===== config.mk =====
export PLATFORM = sky130hd
export DESIGN_NAME = matvec8_part4
export DESIGN_NICKNAME = d
export VERILOG_FILES = /design/src/rtl/matvec8_pkg.sv /design/src/rtl/matvec8_mac.sv /design/src/rtl/matvec8_part4.sv
export SDC_FILE = /design/constraint.sdc
export NUM_CORES = 2
export LEC_CHECK = 0
export ABC_AREA = 1
export CAP_MARGIN = 0
export CORE_MARGIN = 4
export CORE_UTILIZATION = 56
export CTS_CLUSTER_DIAMETER = 60
export DETAILED_ROUTE_END_ITERATION = 8
export HOLD_SLACK_MARGIN = 0.08
export PLACE_DENSITY = 0.72
export SLEW_MARGIN = 10
export SYNTH_ARGS = -nofsm -noshare
export SYNTH_HDL_FRONTEND = slang
export SYNTH_HIERARCHICAL = 1
export SYNTH_SLANG_ARGS = --single-unit

===== constraint.sdc =====
create_clock -name clk -period 18.44 [get_ports clk]
set_clock_uncertainty 0.05 [all_clocks]
set_input_delay 3.688 -clock clk [delete_from_list [all_inputs] [get_ports clk]]
set_output_delay 3.688 -clock clk [all_outputs]
set_load 0.01 [all_outputs]

===== src/rtl/matvec8_pkg.sv =====
// Shared widths, word types and controller state encoding for the 8x8 matrix-vector multiplier.
package matvec8_pkg;
    localparam int N     = 8;
    localparam int IN_W  = 14;
    localparam int OUT_W = 2 * IN_W;

    typedef logic signed [IN_W-1:0]  in_t;
    typedef logic signed [OUT_W-1:0] out_t;

    typedef enum logic [1:0] {
        LOAD    = 2'd0,
        COMPUTE = 2'd1,
        OUTPUT  = 2'd2
    } state_t;
endpackage


===== src/rtl/matvec8_mac.sv =====
// Single multiply-accumulate lane: full-width signed product, wrapping accumulation.
import matvec8_pkg::*;

module matvec8_mac (
    input  logic clk,
    input  logic reset,
    input  in_t  a,
    input  in_t  b,
    input  logic clear,
    input  logic en,
    output out_t acc
);
    out_t acc_reg;
    out_t prod;

    // Sign-extend before multiplying so the 28-bit product is exact.
    assign prod = out_t'(a) * out_t'(b);

    always_ff @(posedge clk) begin
        if (reset) begin
            acc_reg <= '0;
        end else if (en) begin
            acc_reg <= clear ? prod : acc_reg + prod;
        end
    end

    assign acc = acc_reg;
endmodule


===== src/rtl/matvec8_part4.sv =====
// Streaming y = M*v: loads an optional row-major matrix plus a vector, then
// computes and emits one row result at a time through a single MAC lane.
import matvec8_pkg::*;

module matvec8_part4 (
    input  logic                    clk,
    input  logic                    reset,
    input  logic                    input_valid,
    output logic                    input_ready,
    input  logic signed [IN_W-1:0]  input_data,
    input  logic                    new_matrix,
    output logic                    output_valid,
    input  logic                    output_ready,
    output logic signed [OUT_W-1:0] output_data
);
    state_t     state_reg, state_next;
    logic       ready_reg;
    logic       first_reg, mode_reg;
    logic [5:0] mat_idx_reg;
    logic [2:0] vec_idx_reg;
    logic [2:0] row_reg, col_reg;
    logic       issue_done_reg;
    logic       rd_valid_reg, rd_first_reg, rd_last_reg, mac_done_reg;
    in_t        mat_mem [N*N];
    in_t        vec_mem [N];
    in_t        a_reg, b_reg;
    out_t       acc, out_reg;

    logic in_fire, out_fire, last_vec, issue, to_matrix;

    assign in_fire   = input_valid & ready_reg;
    assign out_fire  = output_ready & (state_reg == OUTPUT);
    assign to_matrix = first_reg ? new_matrix : mode_reg;
    assign last_vec  = in_fire & ~first_reg & ~mode_reg & (vec_idx_reg == 3'd7);
    assign issue     = (state_reg == COMPUTE) & ~issue_done_reg;

    always_comb begin
        state_next = state_reg;
        case (state_reg)
            LOAD:    if (last_vec)     state_next = COMPUTE;
            COMPUTE: if (mac_done_reg) state_next = OUTPUT;
            OUTPUT:  if (out_fire)     state_next = (row_reg == 3'd7) ? LOAD : COMPUTE;
            default:                   state_next = LOAD;
        endcase
    end

    // Storage: indices wrap back to zero at the end of each group, so the
    // first word of every group lands at address 0 without extra muxing.
    always_ff @(posedge clk) begin
        if (in_fire) begin
            if (to_matrix) begin
                mat_mem[mat_idx_reg] <= input_data;
            end else begin
                vec_mem[vec_idx_reg] <= input_data;
            end
        end
        if (issue) begin
            a_reg <= mat_mem[{row_reg, col_reg}];
            b_reg <= vec_mem[col_reg];
        end
    end

    always_ff @(posedge clk) begin
        if (reset) begin
            state_reg      <= LOAD;
            ready_reg      <= 1'b0;
            first_reg      <= 1'b1;
            mode_reg       <= 1'b0;
            mat_idx_reg    <= '0;
            vec_idx_reg    <= '0;
            row_reg        <= '0;
            col_reg        <= '0;
            issue_done_reg <= 1'b0;
            rd_valid_reg   <= 1'b0;
            rd_first_reg   <= 1'b0;
            rd_last_reg    <= 1'b0;
            mac_done_reg   <= 1'b0;
            out_reg        <= '0;
        end else begin
            state_reg <= state_next;
            ready_reg <= (state_next == LOAD);
            if (in_fire) begin
                if (to_matrix) begin
                    mat_idx_reg <= mat_idx_reg + 6'd1;
                    mode_reg    <= (mat_idx_reg != 6'd63);
                end else begin
                    vec_idx_reg <= vec_idx_reg + 3'd1;
                end
                first_reg <= last_vec;
            end

            // Read issue runs one cycle ahead of the MAC; flags travel with the operands.
            rd_valid_reg <= issue;
            rd_first_reg <= issue & (col_reg == 3'd0);
            rd_last_reg  <= issue & (col_reg == 3'd7);
            if (issue) begin
                col_reg <= col_reg + 3'd1;
                if (col_reg == 3'd7) begin
                    issue_done_reg <= 1'b1;
                end
            end
            mac_done_reg <= rd_valid_reg & rd_last_reg;
            if (mac_done_reg) begin
                out_reg <= acc;
            end

            if (out_fire) begin
                row_reg        <= row_reg + 3'd1;
                col_reg        <= '0;
                issue_done_reg <= 1'b0;
            end
        end
    end

    matvec8_mac u_mac (
        .clk   (clk),
        .reset (reset),
        .a     (a_reg),
        .b     (b_reg),
        .clear (rd_first_reg),
        .en    (rd_valid_reg),
        .acc   (acc)
    );

    assign input_ready  = ready_reg;
    assign output_valid = (state_reg == OUTPUT);
    assign output_data  = out_reg;
endmodule


== Yosys cells after proc, flatten, opt, wreduce, memory -nomap -nowiden ==
Memories as Yosys holds them, arrays and structs flattened. A register that Yosys moved wholly into a read port is not among the register bits.
Cells that the tools add are included.

* Register bits: 81
* Memory bits (writable): 1008
* Bits of input ports: 19
* Output and inout bits: 30
* Logic and storage cells: 62
* Memories: 2

{| class="wikitable"
|+ Memory list
! memory !! words !! bits a word !! read ports !! clocked after memory_dff !! wr ports !! line !! source
|-
| mat_mem || 64 || 14 || 1 || 1 || 1 || matvec8_part4.sv:24 || <nowiki>in_t mat_mem [N*N];</nowiki>
|-
| vec_mem || 8 || 14 || 1 || 1 || 1 || matvec8_part4.sv:25 || <nowiki>in_t vec_mem [N];</nowiki>
|}

* $add $sub $neg: 5
* Multipliers: 1
* Equality and inequality tests: 6
* Mux-type cells: 13
* Bitwise operators: 13
* Reductions and logical operators: 7

{| class="wikitable"
|+ Operators with widths
! cell !! number
|-
| 28-bit adder || 1
|-
| 14-bit by 14-bit multiplier with 28-bit output || 1
|-
| 28-bit two-way mux || 1
|-
| 3-bit by 1-bit adder with 3-bit output (second input constant) || 3
|-
| 1-bit bitwise AND || 9
|-
| 3-bit == test (second input constant) || 3
|-
| 1-bit two-way mux || 8
|-
| 6-bit by 1-bit adder with 6-bit output (second input constant) || 1
|-
| 2-bit two-way mux || 3
|-
| 6-bit != test (second input constant) || 1
|-
| 2-bit one-hot mux with 3 select lines || 1
|-
| 2-bit AND reduction || 3
|-
| 2-bit zero test || 2
|-
| 1-bit NOT || 4
|-
| 3-bit zero test || 1
|-
| 2-bit by 1-bit == test with 1-bit output (second input constant) || 1
|-
| 2-bit == test (second input constant) || 1
|-
| 2-bit OR reduction || 1
|}

== Logic depth before layout (Yosys ltp) ==
* Word-level depth: 7
* Depth in mapped cells: 43
* Gate-level depth less buffers: 42

== Modules after synthesis ==
Netlist, hierarchy kept.

{| class="wikitable"
|+ Modules (own cells, without submodules)
! module !! instances !! cells an instance !! area an instance (µm²) !! seq. area each (µm²)
|-
| matvec8_part4 || 1 || 3681 || 43510.5 || 32170.9
|-
| matvec8_mac || 1 || 1582 || 11175.7 || 560.5
|}

== Least setup slack after synthesis ==
Ideal clock, no wire load.

* Path kind: register to register
* From: register b_reg[5] (read register of vec_mem)
* To: register u_mac.acc_reg[27] (netlist: u_mac/acc[27])
* Library setup time: 0.109 ns
* Arrival: 6.609 ns
* Required time: 18.281 ns
* Slack: 11.672 ns
* Cell stages (with the launch flop): 36
* Path buffers: 1
* Clock period less this slack: 6.768 ns
* Path through: edfxtp_1 clkbuf_1 nand2_1 fa_1 inv_1 fa_1 inv_1 fa_1 fa_1 inv_1 fa_1 inv_1 fa_1 inv_1 ha_1 inv_1 nor4_2 o21ai_0 nand3_1 nand2_1 and2_1 ha_1 nand2_1 nor2_1 and2_1 and2_1 nand2_1 nand2_1 nand2_1 nand3_1 nand2_1 nand2_1 nand2_1 nand3_1 nand2_1 inv_1

* Cells in the longest elaborated chain, start to end: 3

{| class="wikitable"
|+ Ends and longest elaborated chain
! item !! line !! source
|-
| from (decl) || matvec8_part4.sv:26 || <nowiki>in_t a_reg, b_reg;</nowiki>
|-
| 14-bit by 14-bit multiplier with 28-bit output (*) || matvec8_mac.sv:17 || <nowiki>assign prod = out_t'(a) * out_t'(b);</nowiki>
|-
| 28-bit adder || matvec8_mac.sv:23 || <nowiki>acc_reg <= clear ? prod : acc_reg + prod;</nowiki>
|-
| 28-bit two-way mux (*) || matvec8_mac.sv:23 ||
|-
| to (signal assigned) || matvec8_mac.sv:23 ||
|-
| to (decl) || matvec8_mac.sv:13 || <nowiki>out_t acc_reg;</nowiki>
|}

Mark *: on every way between the ends. The rest lies on a longest branch, timed or not.
A chain may end at the register's enable or synchronous reset.

== Worst setup path in the final report ==
* From: register b_reg[2] (read register of vec_mem)
* To: register u_mac.acc_reg[27] (netlist: u_mac/acc[27])

Same word-level chain as after synthesis.

==> reports/qor_table.md <==
| Step | Parameter | Value |
| --- | --- | --- |
| global routing | Largest net degree at the start of global routing | 251 |
| clock network | Deepest level of the CTS H-tree | 3 |
| synth | Synthesized area divided by synthesized cell count | 10.4 um2 |
| sta | Max-slew headroom at the worst pin | 0.226 |
| finish | Number of flip-flops under the largest register name | 896 |
| routing | Number of violations reported at the end of detailed-routing iteration 0 | 4458 |
| min path | Hold-critical path endpoint | mac_done_reg$_SDFF_PP0_ |
| critical path | Reg2reg end | u_mac/acc[27]$_SDFFE_PP0P_ |
| sta | Unrepaired setup endpoints after global routing | no |
| finish | Finished layout cell area | 0.0596 mm2 |
| sta | Final setup violation count | 0 |
| finish | Ratio of cells with drive above 1 in the final layout | 0.0625 |
| clock network | Clock latency reported for the late side of the worst-skew pair | 0.72 ns |
| place | DP Wirelength | 82700 um |
| synth | Synth async-reset ratio | 0 |
| critical path | Critical-path cell with the highest stage delay | sky130_fd_sc_hd__fa_1 |
| finish | Final cell count without fillers | 6603 |
| floorplan | Die Y | 320 um |
| place | Count of buffers from port buffering | 48 |
| sta | Share of the cycle needed by the critical path after routing | 0.406 |
| power and ir drop | Overall power consumption | 0.00502 W |
| sta | Fmax | 0.134 GHz |
| power and ir drop | Combinational power share | 0.015 |
| critical path | R2R setup slack | 10.96 ns |
| power and ir drop | Worst IR Drop VDD | 0.0000875 V |
| routing | Vias/cell | 5.77 |
| routing | Routed wire per std cell | 21.1 um |
| critical path | Crit path from | b_reg[2]$_DFFE_PP_ |
| outcome | Result of the run | complete, no violations |
| power and ir drop | Leak | 23.8 nW |
| finish | Net total in the final layout | 5561 |
| min path | Start point of the worst hold path | rd_last_reg$_SDFF_PP0_ |
| clock network | TritonCTS clock tree | done |
| global routing | Global-route wire length before repair | 216000 um |
| critical path | Data arrival at the endpoint of the critical path | 8.01 ns |
| synth | Number of enable flip-flop cells after synthesis | 1036 |
| power and ir drop | Sequential Power Share | 0.553 |
| power and ir drop | Pint | 0.00400 W |
| routing | Number of search-and-repair iterations in the first detailed-routing pass | 6 |
| critical path | Max incr delay on CP | 0.73 ns |
| sta | Summed negative setup slack over all endpoints | 0 ns |
| clock network | Number of post-CTS setup repair buffers | 0 |
| critical path | Required time reported for the critical path endpoint | 18.96 ns |
| critical path | CP endpoint kind | flop |
| place | DP Area | 0.0561 mm2 |
| critical path | Largest fanout on the critical path | 14 |
| synth | Net count of the mapped netlist | 5583 |
| synth | Yosys top cell area share | 0.569 |
| routing | Residual antenna-violating net count after detailed routing | 0 |
| sta | Clock period minus final worst setup slack | 7.48 ns |
| finish | Top reg by flops | mat_mem |
| critical path | RR Startpoint | b_reg[2]$_DFFE_PP_ |
| floorplan | Core footprint | 0.0969 mm2 |
| finish | Layout filler cell count | 7701 |
| critical path | Worst Reg-to-Reg Cells | 33 |
| critical path | Launching element type of the critical path | flop |
| clock network | Inserted Clock Buffers | 111 |
| synth | Yosys warning total | 6 |
| min path | Worst Hold Class | reg -> reg |
| critical path | Most common cell on crit path | sky130_fd_sc_hd__nand2_1 |
| routing | Routed via count | 38100 |
| clock network | Number of buffers on the longest clock path | 3 |
| power and ir drop | Share of power burned in the clock network | 0.433 |
| place | Total placed cells including tap cells | 6404 |
| synth | Top cell type by total area after synthesis | sky130_fd_sc_hd__edfxtp_1 |
| synth | Cell Area, Synth | 0.0547 mm2 |
| critical path | Category of the most critical setup path | reg -> reg |
| global routing | Residual overflow from global routing | 0 |
| power and ir drop | Reported net switching power | 0.00102 W |
| sta | Final Hold Violating Endpoints | 0 |
| floorplan | FP Rows | 114 |
| clock network | CTS sink count | 1117 |
| clock network | Clock slew at reported path FFs | 0.06 ns |
| clock network | Hold buffer count at cts | 0 |
| run | Max-capacitance violation count | 0 |
| synth | Dominant cells by area after synthesis | sky130_fd_sc_hd__edfxtp_1 57%, sky130_fd_sc_hd__nand2_1 11%, sky130_fd_sc_hd__nand3_1 7.6% |
| global routing | Initial antenna violation count | 1 |
| synth | Number of standard cells after synthesis | 5263 |
| finish | Growth of design area from synthesis to finish | 9.01% |
| floorplan | Starting utilization of the core area | 0.565 |
| synth | Register area share after synthesis | 0.599 |
| sta | Transition time at the pin with the least slew margin | 1.16 ns |
| clock network | Root Buffer Master | sky130_fd_sc_hd__clkbuf_16 |
| sta | Max-slew violation total from the final report | 0 |
| min path | Hold path depth | 2 |
| global routing | Number of global-route vias before repair | 37400 |
| global routing | Combined global-route utilization of all metal layers | 0.271 |
| routing | Final Routed Wirelength | 139000 um |
| synth | Count of unique library cells instantiated by Yosys | 50 |
| power and ir drop | Pwr per Cell Area | 84.1 mW/mm2 |
| synth | Number of register bits inferred by synthesis | 1117 |
| place | Placer Congestion | 0.931 |
| synth | Top cell types by occurrence after synthesis | 1544 x sky130_fd_sc_hd__nand2_1, 1036 x sky130_fd_sc_hd__edfxtp_1, 832 x sky130_fd_sc_hd__nand3_1 |
| finish | Largest registers in the final layout | mat_mem (896), vec_mem (112) |
| floorplan | Area of the die | 0.103 mm2 |
| synth | Cell with the most instances after synthesis | sky130_fd_sc_hd__nand2_1 |
| routing | DRC violations left | 0 |
| floorplan | I/O pin cnt | 49 |
| finish | Final core area utilization | 0.616 |
| floorplan | Die W | 320 um |
| clock network | Number of gates resized after CTS | 0 |
| synth | Most frequently used flop master after synthesis | sky130_fd_sc_hd__edfxtp_1 |
| power and ir drop | Switching Fraction | 0.202 |
## metal layers
| layer | vias to the layer above | part of all wire | routed length (um) | track usage |
|---|---|---|---|---|
| li1 | 17600 | - | - | - |
| met1 | 18600 | 0.40 | 56000 | 0.370 |
| met2 | 1626 | 0.49 | 67900 | 0.458 |
| met3 | 274 | 0.077 | 10700 | 0.0380 |
| met4 | 2 | 0.032 | 4430 | 0.0838 |
| met5 | - | 0.000065 | 9 | 0 |
## placed cells by master (no fill, tap or decap), drive strengths merged, types with 6 or more instances in the layout
cell / Yosys / layout
nand2: 1552 / 1552
edfxtp: 1036 / 1036
nand3: 835 / 835
inv: 449 / 452
nor2: 345 / 345
fa: 196 / 196
o21ai: 148 / 148
clkbuf: 120 / 141
ha: 105 / 105
buf: 151 / 102
a21oi: 97 / 97
dfxtp: 81 / 81
clkinv: 2 / 48
clkdlybuf4s50: 0 / 34
nor3: 20 / 20
a31oi: 19 / 19
nand4: 18 / 18
xor2: 16 / 16
o22ai: 14 / 14
or2: 13 / 13
o21bai: 8 / 8
o211ai: 7 / 7
bufinv: 0 / 6
xnor2: 6 / 6
## worst max-delay path by stage
stage	end	cells past startpoint	slack, ns
after floorplan	u_mac/acc[27]$_SDFFE_PP0P_	35	11.67
after global placement	u_mac/acc[27]$_SDFFE_PP0P_	33	11.10
after detailed placement	u_mac/acc[27]$_SDFFE_PP0P_	33	11.00
after CTS	u_mac/acc[27]$_SDFFE_PP0P_	33	10.98
after global routing	u_mac/acc[26]$_SDFFE_PP0P_	29	10.41
final	u_mac/acc[27]$_SDFFE_PP0P_	33	10.96
## layout make-up
type | instances | area (um2) | share of cell area
timing repair buffer | 136 | 1110 | 0.0186
sequential | 1117 | 32700 | 0.549
clock inverter | 57 | 517 | 0.00867
clock buffer | 141 | 2960 | 0.0497
inverter | 451 | 1720 | 0.0288
antenna | 1 | 2.50 | 0.0000420
tap | 1276 | 1600 | 0.0268
multi-input combinational | 3424 | 19000 | 0.318
## logic make-up after synthesis
kind of cell,share of synthesized area
AOI/OAI and AO/OA,0.0309
xor gates and xnor gates,0.00407
adders and majority gates,0.0958
buffers and inverters,0.0559
DFF,0.599
and+or+nand+nor,0.215
## stage by stage
stage                     hold slack, ns  setup WS (ns)
after detailed placement           0.357          11.00
after global routing               0.384          10.41
final                              0.372          10.96
after global placement             0.347          11.10
after CTS                          0.370          10.98
after floorplan                    0.345          11.67
## worst max-delay path: cells and delay by family, from the launching register on
kind,cells,cell delay [ns]
AOI/OAI and AO/OA,1,0.19
DFF,1,0.69
and+or+nand+nor,19,2.05
buffers and inverters,5,0.40
adders and majority gates,8,4.01
## power by group through the flow
| stage | registers (W) | logic, W | clock network (W) |
|---|---|---|---|
| after floorplan | 0.00283 | 0.0000167 | 0 |
| after global placement | 0.00283 | 0.0000698 | 0 |
| after detailed placement | 0.00283 | 0.0000723 | 0 |
| after CTS | 0.00277 | 0.0000725 | 0.00219 |
| after global routing | 0.00277 | 0.0000780 | 0.00230 |
| final | 0.00277 | 0.0000731 | 0.00217 |
(Power assumes the default switching activity.)
